### config.mk
export PLATFORM = sky130hd
export DESIGN_NAME = uart_tx_serializer_flat
export DESIGN_NICKNAME = d
export VERILOG_FILES = /design/src/rtl/uart_tx_serializer_if.sv /design/src/rtl/uart_tx_serializer.sv /design/src/flat_wrapper.sv
export SDC_FILE = /design/constraint.sdc
export NUM_CORES = 1
export LEC_CHECK = 0
export BUFFER_PORTS_ARGS = -buffer_cell sky130_fd_sc_hd__buf_2
export CAP_MARGIN = 20
export CORE_MARGIN = 3
export CORE_UTILIZATION = 45
export DETAILED_ROUTE_END_ITERATION = 8
export GPL_TIMING_DRIVEN = 0
export PLACE_DENSITY = 0.74
export SLEW_MARGIN = 20
export SYNTH_ARGS = -nofsm -noshare
export SYNTH_HDL_FRONTEND = slang
export SYNTH_SLANG_ARGS = --single-unit
### constraint.sdc
create_clock -name clk -period 1.8 [get_ports clk]
set_input_delay 0.27 -clock clk [delete_from_list [all_inputs] [get_ports clk]]
set_output_delay 0.27 -clock clk [all_outputs]
set_load 0.02 [all_outputs]
### src/rtl/uart_tx_serializer_if.sv
// Read-side handshake between a latency-1 TX sync FIFO and its serializer.
// master = serializer (issues rd_en), slave = FIFO (returns data qualified by data_valid).
interface uart_tx_serializer_if #(
  parameter int unsigned DATA_BITS = 8
) ();
  logic                 fifo_empty;
  logic                 fifo_rd_en;
  logic [DATA_BITS-1:0] fifo_dout;
  logic                 fifo_data_valid;

  modport master (
    input  fifo_empty,
    input  fifo_dout,
    input  fifo_data_valid,
    output fifo_rd_en
  );

  modport slave (
    output fifo_empty,
    output fifo_dout,
    output fifo_data_valid,
    input  fifo_rd_en
  );
endinterface

### src/rtl/uart_tx_serializer.sv
// UART transmit serializer: pops one word from a latency-1 FIFO and shifts it out as a start/data/stop frame.
// Defining UART_TX_PARITY_EN adds a parity bit after the data bits (PARITY_ODD selects odd parity).
module uart_tx_serializer #(
  parameter int unsigned CLKS_PER_BIT = 868,
  parameter int unsigned DATA_BITS    = 8,
  parameter int unsigned STOP_BITS    = 1
`ifdef UART_TX_PARITY_EN
  ,
  parameter bit          PARITY_ODD   = 1'b0
`endif
) (
  input  logic                 clk,
  input  logic                 reset,
  uart_tx_serializer_if.master fifo_if,
  output logic                 tx,
  output logic                 busy,
  output logic                 tx_done
);

  localparam int unsigned CntW = (CLKS_PER_BIT > 2) ? $clog2(CLKS_PER_BIT) : 1;
  localparam int unsigned IdxW = (DATA_BITS > 2) ? $clog2(DATA_BITS) : 1;
  localparam logic [CntW-1:0] BaudLast = CntW'(CLKS_PER_BIT - 1);
  localparam logic [IdxW-1:0] IdxLast  = IdxW'(DATA_BITS - 1);
  localparam logic            StopLast = 1'(STOP_BITS - 1);

  if (CLKS_PER_BIT < 2) begin : g_bad_clks_per_bit
    $error("uart_tx_serializer: CLKS_PER_BIT must be >= 2");
  end
  if (DATA_BITS < 5 || DATA_BITS > 8) begin : g_bad_data_bits
    $error("uart_tx_serializer: DATA_BITS must be in 5..8");
  end
  if (STOP_BITS != 1 && STOP_BITS != 2) begin : g_bad_stop_bits
    $error("uart_tx_serializer: STOP_BITS must be 1 or 2");
  end

  typedef enum logic [2:0] {
    StIdle,
    StWaitData,
    StStart,
    StData,
`ifdef UART_TX_PARITY_EN
    StParity,
`endif
    StStop
  } state_e;

  state_e               state_q, state_d;
  logic [CntW-1:0]      baud_q, baud_d;
  logic [IdxW-1:0]      idx_q, idx_d;
  logic                 stop_q, stop_d;
  logic [DATA_BITS-1:0] shift_q, shift_d;
  logic                 tx_q, tx_d;
  logic                 rd_en;
  logic                 done;
  logic                 bit_end;
`ifdef UART_TX_PARITY_EN
  logic                 parity_q, parity_d;
`endif

  assign bit_end = (baud_q == BaudLast);

  always_comb begin
    state_d = state_q;
    baud_d  = baud_q;
    idx_d   = idx_q;
    stop_d  = stop_q;
    shift_d = shift_q;
    rd_en   = 1'b0;
    done    = 1'b0;
`ifdef UART_TX_PARITY_EN
    parity_d = parity_q;
`endif

    // The baud counter only runs in bit-timed states and wraps at every bit boundary.
    if (state_q != StIdle && state_q != StWaitData) begin
      baud_d = bit_end ? '0 : baud_q + 1'b1;
    end

    case (state_q)
      StIdle: begin
        if (!fifo_if.fifo_empty && !reset) begin
          rd_en   = 1'b1;
          state_d = StWaitData;
        end
      end
      StWaitData: begin
        if (fifo_if.fifo_data_valid) begin
          shift_d = fifo_if.fifo_dout;
          baud_d  = '0;
          state_d = StStart;
`ifdef UART_TX_PARITY_EN
          parity_d = (^fifo_if.fifo_dout) ^ PARITY_ODD;
`endif
        end
      end
      StStart: begin
        if (bit_end) begin
          idx_d   = '0;
          state_d = StData;
        end
      end
      StData: begin
        if (bit_end) begin
          shift_d = shift_q >> 1;
          if (idx_q == IdxLast) begin
            idx_d  = '0;
            stop_d = 1'b0;
`ifdef UART_TX_PARITY_EN
            state_d = StParity;
`else
            state_d = StStop;
`endif
          end else begin
            idx_d = idx_q + 1'b1;
          end
        end
      end
`ifdef UART_TX_PARITY_EN
      StParity: begin
        if (bit_end) begin
          stop_d  = 1'b0;
          state_d = StStop;
        end
      end
`endif
      StStop: begin
        if (bit_end) begin
          if (stop_q == StopLast) begin
            done    = 1'b1;
            stop_d  = 1'b0;
            state_d = StIdle;
          end else begin
            stop_d = 1'b1;
          end
        end
      end
      default: state_d = StIdle;
    endcase

    // tx is derived from next-state values so the pin changes on the same edge as the state.
    case (state_d)
      StStart: tx_d = 1'b0;
      StData:  tx_d = shift_d[0];
`ifdef UART_TX_PARITY_EN
      StParity: tx_d = parity_q;
`endif
      default: tx_d = 1'b1;
    endcase
  end

  always_ff @(posedge clk or posedge reset) begin
    if (reset) begin
      state_q  <= StIdle;
      baud_q   <= '0;
      idx_q    <= '0;
      stop_q   <= 1'b0;
      shift_q  <= '0;
      tx_q     <= 1'b1;
`ifdef UART_TX_PARITY_EN
      parity_q <= 1'b0;
`endif
    end else begin
      state_q  <= state_d;
      baud_q   <= baud_d;
      idx_q    <= idx_d;
      stop_q   <= stop_d;
      shift_q  <= shift_d;
      tx_q     <= tx_d;
`ifdef UART_TX_PARITY_EN
      parity_q <= parity_d;
`endif
    end
  end

  assign fifo_if.fifo_rd_en = rd_en;
  assign tx                 = tx_q;
  assign busy               = (state_q != StIdle);
  assign tx_done            = done;

endmodule

### src/flat_wrapper.sv
// flat-port wrapper written by rule: the top's interface ports become plain ports
module uart_tx_serializer_flat 
#(
  parameter int unsigned CLKS_PER_BIT = 868,
  parameter int unsigned DATA_BITS    = 8,
  parameter int unsigned STOP_BITS    = 1

)
  (clk, reset, tx, busy, tx_done, fifo_if_fifo_empty, fifo_if_fifo_dout, fifo_if_fifo_data_valid, fifo_if_fifo_rd_en);
  uart_tx_serializer_if #(.DATA_BITS(DATA_BITS)) fifo_if_i ();
  input  logic clk;
  input  logic reset;
  output logic tx;
  output logic busy;
  output logic tx_done;
  input wire logic [$bits(fifo_if_i.fifo_empty)-1:0] fifo_if_fifo_empty;
  input wire logic [$bits(fifo_if_i.fifo_dout)-1:0] fifo_if_fifo_dout;
  input wire logic [$bits(fifo_if_i.fifo_data_valid)-1:0] fifo_if_fifo_data_valid;
  output wire logic [$bits(fifo_if_i.fifo_rd_en)-1:0] fifo_if_fifo_rd_en;
  assign fifo_if_i.fifo_empty = fifo_if_fifo_empty;
  assign fifo_if_i.fifo_dout = fifo_if_fifo_dout;
  assign fifo_if_i.fifo_data_valid = fifo_if_fifo_data_valid;
  assign fifo_if_fifo_rd_en = fifo_if_i.fifo_rd_en;
  uart_tx_serializer #(.CLKS_PER_BIT(CLKS_PER_BIT), .DATA_BITS(DATA_BITS), .STOP_BITS(STOP_BITS)) u_core (.clk(clk), .reset(reset), .fifo_if(fifo_if_i), .tx(tx), .busy(busy), .tx_done(tx_done));
endmodule
* Yosys cells after proc, flatten, opt, wreduce, memory -nomap -nowiden *
Index checks and enable logic that the tools add are counted.

storage, ports and cells
  input bits = 12
  flip-flop bits (word level) = 26
  output and inout port bits = 4

operators by class
  reduce and logical (&&, ||, !) cells = 12
  $add $sub $neg = 2
  eq/ne operators = 14
  multiplexer cells = 30

operator list
  kind                     number
  $mux W10                 4
  $mux W3                  10
  $mux W8                  2
  $pmux W8 S2              1
  $pmux W3 S5              1
  $eq A3 B2 Y1 const B     4
  $add A10 B1 Y10 const B  1
  $eq A10 B10 Y1 const B   1
  $mux W1                  9
  $ne A2 B1 Y1 const B     4
  $eq A3 B3 Y1 const B     2
  $pmux W3 S2              1
  $reduce_and A3 Y1        2
  $reduce_bool A2 Y1       3
  $pmux W1 S2              2
  $reduce_and A4 Y1        1
  $add A3 B1 Y3 const B    1
  $eq A3 B1 Y1 const B     1
  $logic_not A3 Y1         1
  $ne A3 B1 Y1 const B     1
  $reduce_bool A3 Y1       1
  $logic_and A1 B1 Y1      2
  $logic_not A1 Y1         2
  $ne A2 B2 Y1 const B     1

* Logic depth before layout (Yosys ltp) *
Gate-level depths: netlist (run 1).

  depth after elaboration = 6
  mapped depth = 7
  depth with buffers taken out = 6

* Worst setup path after synthesis (run 1) *
Ideal clock, no wire load.

  kind = reg2reg
  start point = register u_core.baud_q[0]
  end point = register u_core.tx_q (netlist: u_core.tx)
  path slack = 53 ps
  cell stages (with the launch flop) = 8
  path buffers = 1
  library setup time = 79 ps
  arrival time = 1668 ps
  period minus slack after synthesis = 1747 ps
  path through = dfrtp_1 ha_1 nand3b_1 nor3_4 and3_1 buf_6 a221o_1 a22o_1

on the way
  elaborated cells between the ends (all ways) = 10
  classes of those cells = eq/ne (3); mux (7)

RTL lines
  element                   line                       RTL
  start: declaration        uart_tx_serializer.sv:48   logic [CntW-1:0] baud_q, baud_d;
  start signal: assignment  uart_tx_serializer.sv:164  baud_q <= baud_d;
  $eq A10 B10 Y1            uart_tx_serializer.sv:60   assign bit_end = (baud_q == BaudLast);
  $mux W8                   uart_tx_serializer.sv:103  if (bit_end) begin
  $pmux W8 S2               uart_tx_serializer.sv:79   case (state_q)
  via u_core.shift_d[0]     uart_tx_serializer.sv:51   logic [DATA_BITS-1:0] shift_q, shift_d;
  $pmux W1 S2               uart_tx_serializer.sv:141  case (state_d)
  via u_core.tx_d           uart_tx_serializer.sv:52   logic tx_q, tx_d;
  end signal: assignment    uart_tx_serializer.sv:168  tx_q <= tx_d;
  end: declaration          uart_tx_serializer.sv:52

The timed path passes the listed nets, and every way through them passes these cells. The select of a mux whose other input is x is not followed.
A chain may end at the register's enable or synchronous reset.

* Worst setup path in the final report (run 1) *
  start point = register u_core.baud_q[7]
  end point = output tx_done

on the way
  cells in the longest elaborated chain, start to end = 3

ends and longest elaborated chain
  element           line                       RTL
  $eq A10 B10 Y1    uart_tx_serializer.sv:60
  $mux W1           uart_tx_serializer.sv:127  if (bit_end) begin
  $mux W1           uart_tx_serializer.sv:79
  end: declaration  flat_wrapper.sv:15         output logic tx_done;

No other way between the ends.

==> metrics.txt, run 1 <==
outcome=finished with violations; failing checks=negative setup slack; #FFs+latches synth=25; crit share post-route=1.03; fillers=223; initial DRC count=50; Slew @ Worst Pin=roughly 950 ps; wire per inst=between 10 and 15 µm; CTS tree=built; Reg power frac=0.677; nets=between 150 and 200; drt first pass iters=4; HPWL Detailed=around 1800 µm; P&R area growth vs syn=25.6%; Max IR drop VDD=approximately 0.51 mV; CTS buffer count=3; count leader, synth=nand2_1; Routed Antenna Nets=0; synth cell count leaders=nand2_1, dfrtp_1, nor2_1, a22oi_1, xor2_1; Yosys warnings=0; clk_skew=about 4.8 ps; Via Count=1037; Psw=around 0.00017 W; CP endpoint kind=output port; Starting Density=0.492; combined global-route utilization of all metal layers=0.168; vias in the first global route=between 1000 and 1500; DR DRC count=0; Hold EP=u_core.shift_q[7]$_DFFE_PP0P_; Max Clk Rate=0.540 GHz; Compound-Gate Fraction of Synth Area=0.136; simple-gate area share of the yosys netlist=0.251; Final Hold Vio Count=0; Non-Filler Instances=190; core area=between 0.002 and 0.003 mm²; EDFF count, synth=0; Detailed Route WL=between 2000 and 3000 µm; Gate power share=0.031; Reg2Reg Setup Slack=20 ps; Post-Synth Adder-Cell Area=0.0295; P_leak=about 0.76 nW; Cell Area, Synth=roughly 0.0013 mm²; chip width=roughly 59 µm; Vias/cell=around 5.5; top cells by area, synth=dfrtp_1, nand2_1, xor2_1; cell count after placement=between 150 and 200; Worst R2R End=u_core.tx$_DFF_PP1_; min Tclk post-route=between 1500 and 2000 ps; mux cell area share after synthesis=0; Final Max Tran Viols=0; crit path DAT=1580 ps; Vert. Die Dim=slightly below 60 µm; H-tree lvl count=1; cell row count=18; initial antenna violation count=0; die area=~0.0035 mm²; Mapped Nets=141; post-synthesis xor/xnor area fraction=0.0481; Avg Inst Size Synth=10.1 µm²; PnR worst setup slack=-53.5 ps; first-pass GRT wire length=roughly 4500 µm; Net Sw Frac=0.208; I/O Buffers=15; Placement Setup Slack=-67.6 ps; Setup-failing EPs final=1; Clock Power Share=0.292; WS Path Type=flip-flop to output port; clock sinks=25; CTS max path bufs=2; worst-path maximum fanout=2; largest net degree at the start of global routing=26; Async S/R FF share, synth=1.00; Yosys top cell area share=0.472; Slew headroom=0.366; Synth area leader=dfrtp_1; post-layout util=0.618; # hold bufs at CTS=0; Clock transition at path regs=~130 ps; synth unique cells=37; RSZ-0062 raised after global routing=true; largest family of logic cells by synthesized area=simple AND/OR/NAND/NOR gates; Hold Crit Depth=3; startpoint types=flip-flop; RD Place Congestion=between 0.8 and 0.9; Mapped Cells=126; Crit path required time=1530 ps; diode count=0; Power Dens Cells=approximately 520 mW/mm²; share of cells above drive strength 1=0.356; max capacitance violation total=0; r2r startpoint=u_core.baud_q[1]$_DFF_PP0_; total gr overflow=0; Hold Startpoint=fifo_if_fifo_dout[7]; CTS root buf=clkbuf_4; HP Class=input pin to flip-flop; I/O pins=16; Skew-Pair Late Insertion Delay=310 ps; Seq/Total Area, Yosys=0.492; top_reg_cell synth=dfrtp_1; Internal=0.000658 W; Reg2Reg Depth=7
placed cells by master (no fill, tap or decap), types with 2 or more instances in the layout:
master    count
buf_2        13
or3_4         2
clkbuf_1      2
nand2_2       2
nand2_1      23
o22ai_1       2
clkbuf_4      3
dfrtp_1      23
xor2_1        6
nand4_1       4
buf_6         4
a22oi_1       6
o31ai_1       2
buf_4        15
or3_1         2
ha_1          2
a22o_1        2
nand3_1       2
inv_1         4
o21ai_4       2
nor2_1       10
o21ai_0       3
a21oi_1       3
worst max-delay path: stages (launching register included):
cell and delay [ps]:
dfrtp_1 410, nand4bb_4 250, or3_4 410, nor2_4 90, buf_6 120
state kept, by name (all words and copies together) (netlist names):
name / count
u_core.baud_q: 10
u_core.shift_q: 8
u_core.idx_q: 3
u_core.state_q: 3
u_core.tx: 1
worst max path at each step:
| stage | slack (ps) | cells past startpoint | to | startpoint |
|---|---|---|---|---|
| 6_report | -50 | 4 | tx_done | u_core.baud_q[7]$_DFF_PP0_ |
| 5_1_grt | -130 | 5 | tx_done | u_core.baud_q[1]$_DFF_PP0_ |
| 4_1_cts | -70 | 5 | tx_done | u_core.baud_q[1]$_DFF_PP0_ |
| 3_5_place_dp | -70 | 7 | u_core.tx$_DFF_PP1_ | u_core.baud_q[0]$_DFF_PP0_ |
| 3_3_place_gp | -50 | 7 | u_core.tx$_DFF_PP1_ | u_core.baud_q[0]$_DFF_PP0_ |
| 2_1_floorplan | 50 | 7 | u_core.tx$_DFF_PP1_ | u_core.baud_q[0]$_DFF_PP0_ |
power by group through the flow:
| stage | Sequential [W] | Combinational, W | Clock [W] |
|---|---|---|---|
| floorplan | 0.000572 | 0.00000964 | 0 |
| global placement | 0.000572 | 0.0000249 | 0 |
| detailed placement | 0.000572 | 0.0000260 | 0 |
| CTS | 0.000562 | 0.0000265 | 0.000253 |
| global route | 0.000562 | 0.0000292 | 0.000270 |
| finish | 0.000562 | 0.0000259 | 0.000242 |
cell type report:
type / instances / area, µm² / area share
clock buffers: 4 / 26.3 / 0.0164
flip-flops and latches: 25 / 628 / 0.392
inverters: 4 / 15.0 / 0.00938
plain buffers: 3 / 28.8 / 0.0180
repair buffers: 31 / 211 / 0.132
multi-input cells: 93 / 653 / 0.408
well taps: 30 / 37.5 / 0.0235
per-stage QoR:
stage	instance area [µm²]	setup TNS [ps]	hold WS, ps	total power, W
after CTS	1540	-71.3	161	0.000841
after global placement	1390	-52.3	460	0.000597
after detailed placement	1390	-67.6	472	0.000598
after floorplan	1270	0	297	0.000582
final	1600	-53.5	174	0.000830
after global routing	1600	-268	179	0.000862
logic make-up after synthesis:
family | after synthesis
buffers and inverters | 8
DFF | 25
adders and majority gates | 3
xor gates and xnor gates | 7
and+or+nand+nor | 60
AOI/OAI and AO/OA | 23
timing repair:
action / CTS / global route
resized for setup: 10 / 10
endpoints found under the setup margin: 4 / 22
buffers inserted: 12 / 5
pin swaps: 9 / 6
layer usage:
metal | vias to the layer above | track usage | part of all wire
met2 | 25 | 0.301 | 0.53
met1 | 496 | 0.195 | 0.41
met5 | - | 0 | 0
met4 | 0 | 0.0518 | 0.015
li1 | 510 | - | -
met3 | 6 | 0.0414 | 0.042
No activity file was read; power rests on OpenSTA's default activity.
==> inputs of run 2 (changes only) <==
- BUFFER_PORTS_ARGS: -buffer_cell sky130_fd_sc_hd__buf_2 -> -buffer_cell sky130_fd_sc_hd__buf_4
==> metrics.txt, run 2 (synthesized netlist as in run 1, its figures left out) <==
Largest Register=u_core.baud_q; Reg2Reg Depth=6; Starting Density=0.492; chip width=between 50 and 60 µm; startpoint types=flip-flop; combined global-route utilization of all metal layers=0.151; largest stage delay on the critical path=around 440 ps; core area=approximately 0.0026 mm²; Crit path required time=1530 ps; cell row count=18; Slew @ Worst Pin=slightly above 900 ps; failing checks=negative setup slack; drt first pass iters=4; clock sinks=25; CTS buffer count=3; diode count=0; crit-path cells=nand4bb_4 > or3_4 > nor2_4 > buf_6; Final Hold Vio Count=0; HPWL Detailed=1700 µm; total gr overflow=0; Skew-Pair Late Insertion Delay=310 ps; Crit-path slowest cell=dfrtp_1; WS Path Type=flip-flop to output port; P_leak=between 0.7 and 0.8 nW; Slew headroom=0.376; vias in the first global route=960; max capacitance violation total=0; I/O Buffers=15; Non-Filler Instances=just under 200; crit path DAT=roughly 1600 ps; Reg2Reg Setup Slack=10 ps; CTS root buf=clkbuf_4; most common cell after layout, fill and taps aside=buf_4; worst-path maximum fanout=3; HP Class=input pin to flip-flop; PnR worst setup slack=-30.6 ps; CP endpoint kind=output port; initial DRC count=29; crit share post-route=1.02; TNS Setup=-30.6 ps; Max IR drop VDD=just over 0.4 mV; clk_skew=roughly 7.3 ps; initial antenna violation count=0; Routed Antenna Nets=0; H-tree lvl count=1; # hold bufs at CTS=0; first-pass GRT wire length=roughly 4100 µm; wire per inst=roughly 14 µm; CTS tree=built; Power Dens Cells=506 mW/mm²; outcome=finished with violations; most frequent cells in the layout=buf_4, nand2_1, dfrtp_1; cell count after placement=between 150 and 200; Final Max Tran Viols=0; nets=180; Max Clk Rate=0.546 GHz; placed inst area=0.00142 mm²; max reg flops=10; Via Count=roughly 1100; Hold Crit Depth=3; multi-input logic area=approximately 650 µm²; P&R area growth vs syn=30.4%; Vias/cell=approximately 5.5; post-layout util=0.641; fin area=0.00166 mm²; Vert. Die Dim=between 50 and 60 µm; min Tclk post-route=around 1800 ps; DR DRC count=0; I/O pins=16; Setup-failing EPs final=1; top flop regs=u_core.baud_q: 10 flops, u_core.shift_q: 8 flops; RD Place Congestion=0.853; Detailed Route WL=roughly 2700 µm; largest net degree at the start of global routing=26; fillers=approximately 200; Seq. cell area=627 µm²; die area=0.00350 mm²; Clock transition at path regs=roughly 130 ps; share of cells above drive strength 1=0.366; RSZ-0062 raised after global routing=true; CTS max path bufs=2
## run 2: path summary, 6_finish.rpt
check / startpoint / to
setup / recovery: u_core.baud_q[7]$_DFF_PP0_ / tx_done
hold / removal: fifo_if_fifo_dout[7] / u_core.shift_q[7]$_DFFE_PP0P_
setup reg to reg: u_core.baud_q[7]$_DFF_PP0_ / u_core.tx$_DFF_PP1_
hold reg to reg: u_core.shift_q[2]$_DFFE_PP0P_ / u_core.shift_q[2]$_DFFE_PP0P_
max in group asynchronous: reset / u_core.shift_q[2]$_DFFE_PP0P_
min in group asynchronous: reset / u_core.idx_q[1]$_DFFE_PP0P_
## run 2: repair_timing
action,in CTS,in global routing
gates resized for setup,7,7
setup buffers,11,9
endpoints found under the setup margin,4,20
pin swaps,6,5
## run 2: power by group
group          switching (W)  internal (W)  total (W)  leakage [nW]
Sequential                 0      0.000562   0.000562         0.311
Clock               0.000161     0.0000866   0.000247        0.0150
Combinational      0.0000161     0.0000159  0.0000320         0.469
## run 2: cell type report
cell class,instances,area share
Timing Repair Buffer,35,0.163
Buffer,3,0.0219
Clock buffer,4,0.0158
Multi-Input combinational cell,93,0.390
Inverter,4,0.00904
Sequential cell,25,0.378
Tap cell,30,0.0226
## run 2: stage by stage
step,worst slack [ps],total power (W),hold WS [ps]
2_1_floorplan,53.1,0.000582,297
4_1_cts,-74.4,0.000851,136
6_report,-30.6,0.000841,146
5_1_grt,-107,0.000868,150
3_5_place_dp,-62.7,0.000605,468
3_3_place_gp,-54.3,0.000604,460
## run 2: metal layers
| metal | up-vias | track usage | part of all wire |
|---|---|---|---|
| met2 | 17 | 0.257 | 0.52 |
| met4 | 0 | 0.0647 | 0.0066 |
| met1 | 520 | 0.187 | 0.44 |
| met3 | 2 | 0.0240 | 0.036 |
| li1 | 519 | - | - |
| met5 | - | 0 | 0 |
## run 2: worst max-delay path: cells and delay by family, from the launching register on
kind | cells | cell delay (ps)
buffers and inverters | 1 | 120
DFF | 1 | 440
and+or+nand+nor | 3 | 700
==> inputs of run 3 (changes only) <==
- GPL_TIMING_DRIVEN: 0 -> default
==> metrics.txt, run 3 (synthesized netlist as in run 1, its figures left out) <==
outcome=finished with violations; failing checks=negative setup slack; Hold Startpoint=fifo_if_fifo_dout[7]; crit path DAT=roughly 1600 ps; fillers=around 200; first-pass GRT wire length=~4300 µm; cell row count=18; max reg flops=10; Vias/cell=5.28; Final Max Tran Viols=0; TNS Setup=-60.8 ps; Via Count=just over 1000; min Tclk post-route=approximately 1900 ps; Slew @ Worst Pin=522 ps; max capacitance violation total=0; DR DRC count=0; Setup-failing EPs final=1; total gr overflow=0; cell count after placement=between 150 and 200; wire per inst=roughly 14 µm; most common cell after layout, fill and taps aside=buf_4; Vert. Die Dim=about 60 µm; H-tree lvl count=1; initial DRC count=roughly 60; Final Hold Vio Count=0; multi-input logic area=between 600 and 700 µm²; r2r startpoint=u_core.baud_q[1]$_DFF_PP0_; drt first pass iters=4; most frequent cells in the layout=buf_4, nand2_1, dfrtp_1; startpoint types=flip-flop; Clock Power Share=0.305; RD Place Congestion=~0.9; core area=between 0.002 and 0.003 mm²; Hold EP=u_core.shift_q[7]$_DFFE_PP0P_; CTS root buf=clkbuf_4; Routed Antenna Nets=0; P_leak=around 0.77 nW; clock sinks=25; HPWL Detailed=roughly 1800 µm; CTS max path bufs=2; Reg2Reg Depth=7; initial antenna violation count=0; Psw=around 0.00019 W; I/O pins=16; die area=about 0.0035 mm²; share of cells above drive strength 1=0.362; Power Dens Cells=between 500 and 600 mW/mm²; chip width=59.2 µm; HP Class=input pin to flip-flop; Largest Register=u_core.baud_q; Slew headroom=0.647; RSZ-0062 raised after global routing=true; largest net degree at the start of global routing=26; diode count=0; Max IR drop VDD=just under 0.6 mV; nets=179; Clock transition at path regs=roughly 150 ps; crit share post-route=1.03; Crit path required time=roughly 1500 ps; Reg power frac=0.653; Max Clk Rate=0.537 GHz; placed inst area=about 0.0014 mm²; CP endpoint kind=output port; WS Path Type=flip-flop to output port; top flop regs=u_core.baud_q: 10 flops, u_core.shift_q: 8 flops; Skew-Pair Late Insertion Delay=around 340 ps; CTS buffer count=3; Reg2Reg Setup Slack=around 40 ps; Hold WS=approximately 120 ps; Starting Density=0.492; Net Sw Frac=0.226; Internal=roughly 0.00067 W; Worst R2R End=u_core.tx$_DFF_PP1_; Hold Crit Depth=3; Non-Filler Instances=193; clk_skew=22.4 ps; P&R area growth vs syn=27.9%; Seq. cell area=631 µm²; I/O Buffers=15; fin area=approximately 0.0016 mm²; Detailed Route WL=approximately 2800 µm; PnR worst setup slack=-60.8 ps; combined global-route utilization of all metal layers=0.165; CTS tree=built; Gate power share=0.042; worst-path maximum fanout=3; vias in the first global route=999
-- run 3: changes by cell type in the layout (fill, tap and decap cells not counted), moves of 2 or more --
| cell | delta |
|---|---|
| dfrtp_2 | +3 |
| dfrtp_1 | -3 |
| buf_6 | -3 |
| buf_4 | +2 |
-- run 3: layout make-up --
class	count	share of cell area
multi-input combinational	93	0.388
tap	30	0.0230
sequential	25	0.387
clock buffer	3	0.0138
timing repair buffer	37	0.174
clock inverter	1	0.00461
inverter	4	0.00922
-- run 3: repair_timing --
| action | 4_1_cts | 5_1_grt |
|---|---|---|
| setup buffers | 7 | 6 |
| gates resized for setup | 7 | 6 |
| endpoints found under the hold margin | 14 | 0 |
| pin swaps | 3 | 3 |
| endpoints found under the setup margin | 2 | 7 |
| hold buffers | 1 | 0 |
-- run 3: power by group through the flow --
| stage | clock network, W | logic, W | registers (W) |
|---|---|---|---|
| 6_report | 0.000262 | 0.0000362 | 0.000562 |
| 5_1_grt | 0.000288 | 0.0000398 | 0.000562 |
| 4_1_cts | 0.000269 | 0.0000363 | 0.000562 |
| 3_5_place_dp | 0 | 0.0000345 | 0.000572 |
| 3_3_place_gp | 0 | 0.0000335 | 0.000572 |
| 2_1_floorplan | 0 | 0.00000964 | 0.000572 |
-- run 3: worst max-delay path by stage --
stage / start / endpoint / slack [ps]
2_1_floorplan: u_core.baud_q[0]$_DFF_PP0_ / u_core.tx$_DFF_PP1_ / 50
3_3_place_gp: u_core.baud_q[1]$_DFF_PP0_ / u_core.tx$_DFF_PP1_ / 140
3_5_place_dp: u_core.baud_q[1]$_DFF_PP0_ / u_core.tx$_DFF_PP1_ / 100
4_1_cts: u_core.baud_q[1]$_DFF_PP0_ / tx_done / -70
5_1_grt: u_core.baud_q[0]$_DFF_PP0_ / tx_done / -140
6_report: u_core.baud_q[1]$_DFF_PP0_ / tx_done / -60
-- run 3: through the flow --
stage          utilization  worst slack (ps)  power, W
2_1_floorplan            -              53.1  0.000582
3_3_place_gp         0.557               137  0.000606
3_5_place_dp         0.557               101  0.000607
4_1_cts              0.601             -72.4  0.000867
5_1_grt              0.629              -143  0.000889
6_report             0.629             -60.8  0.000860
-- run 3: per-layer routing --
layer	track usage	wire length (µm)	vias to the layer above
met5	0	0	-
met4	0.0809	80	0
met3	0.0458	103	10
met2	0.276	1380	20
met1	0.192	1230	475
li1	-	-	515
-- run 3: worst max-delay path, cell delays in order (launching register included) --
cell and delay (ps):
dfrtp_1 390, ha_2 200, nand3b_1 90, or3_4 370, nor2_4 100, buf_6 120
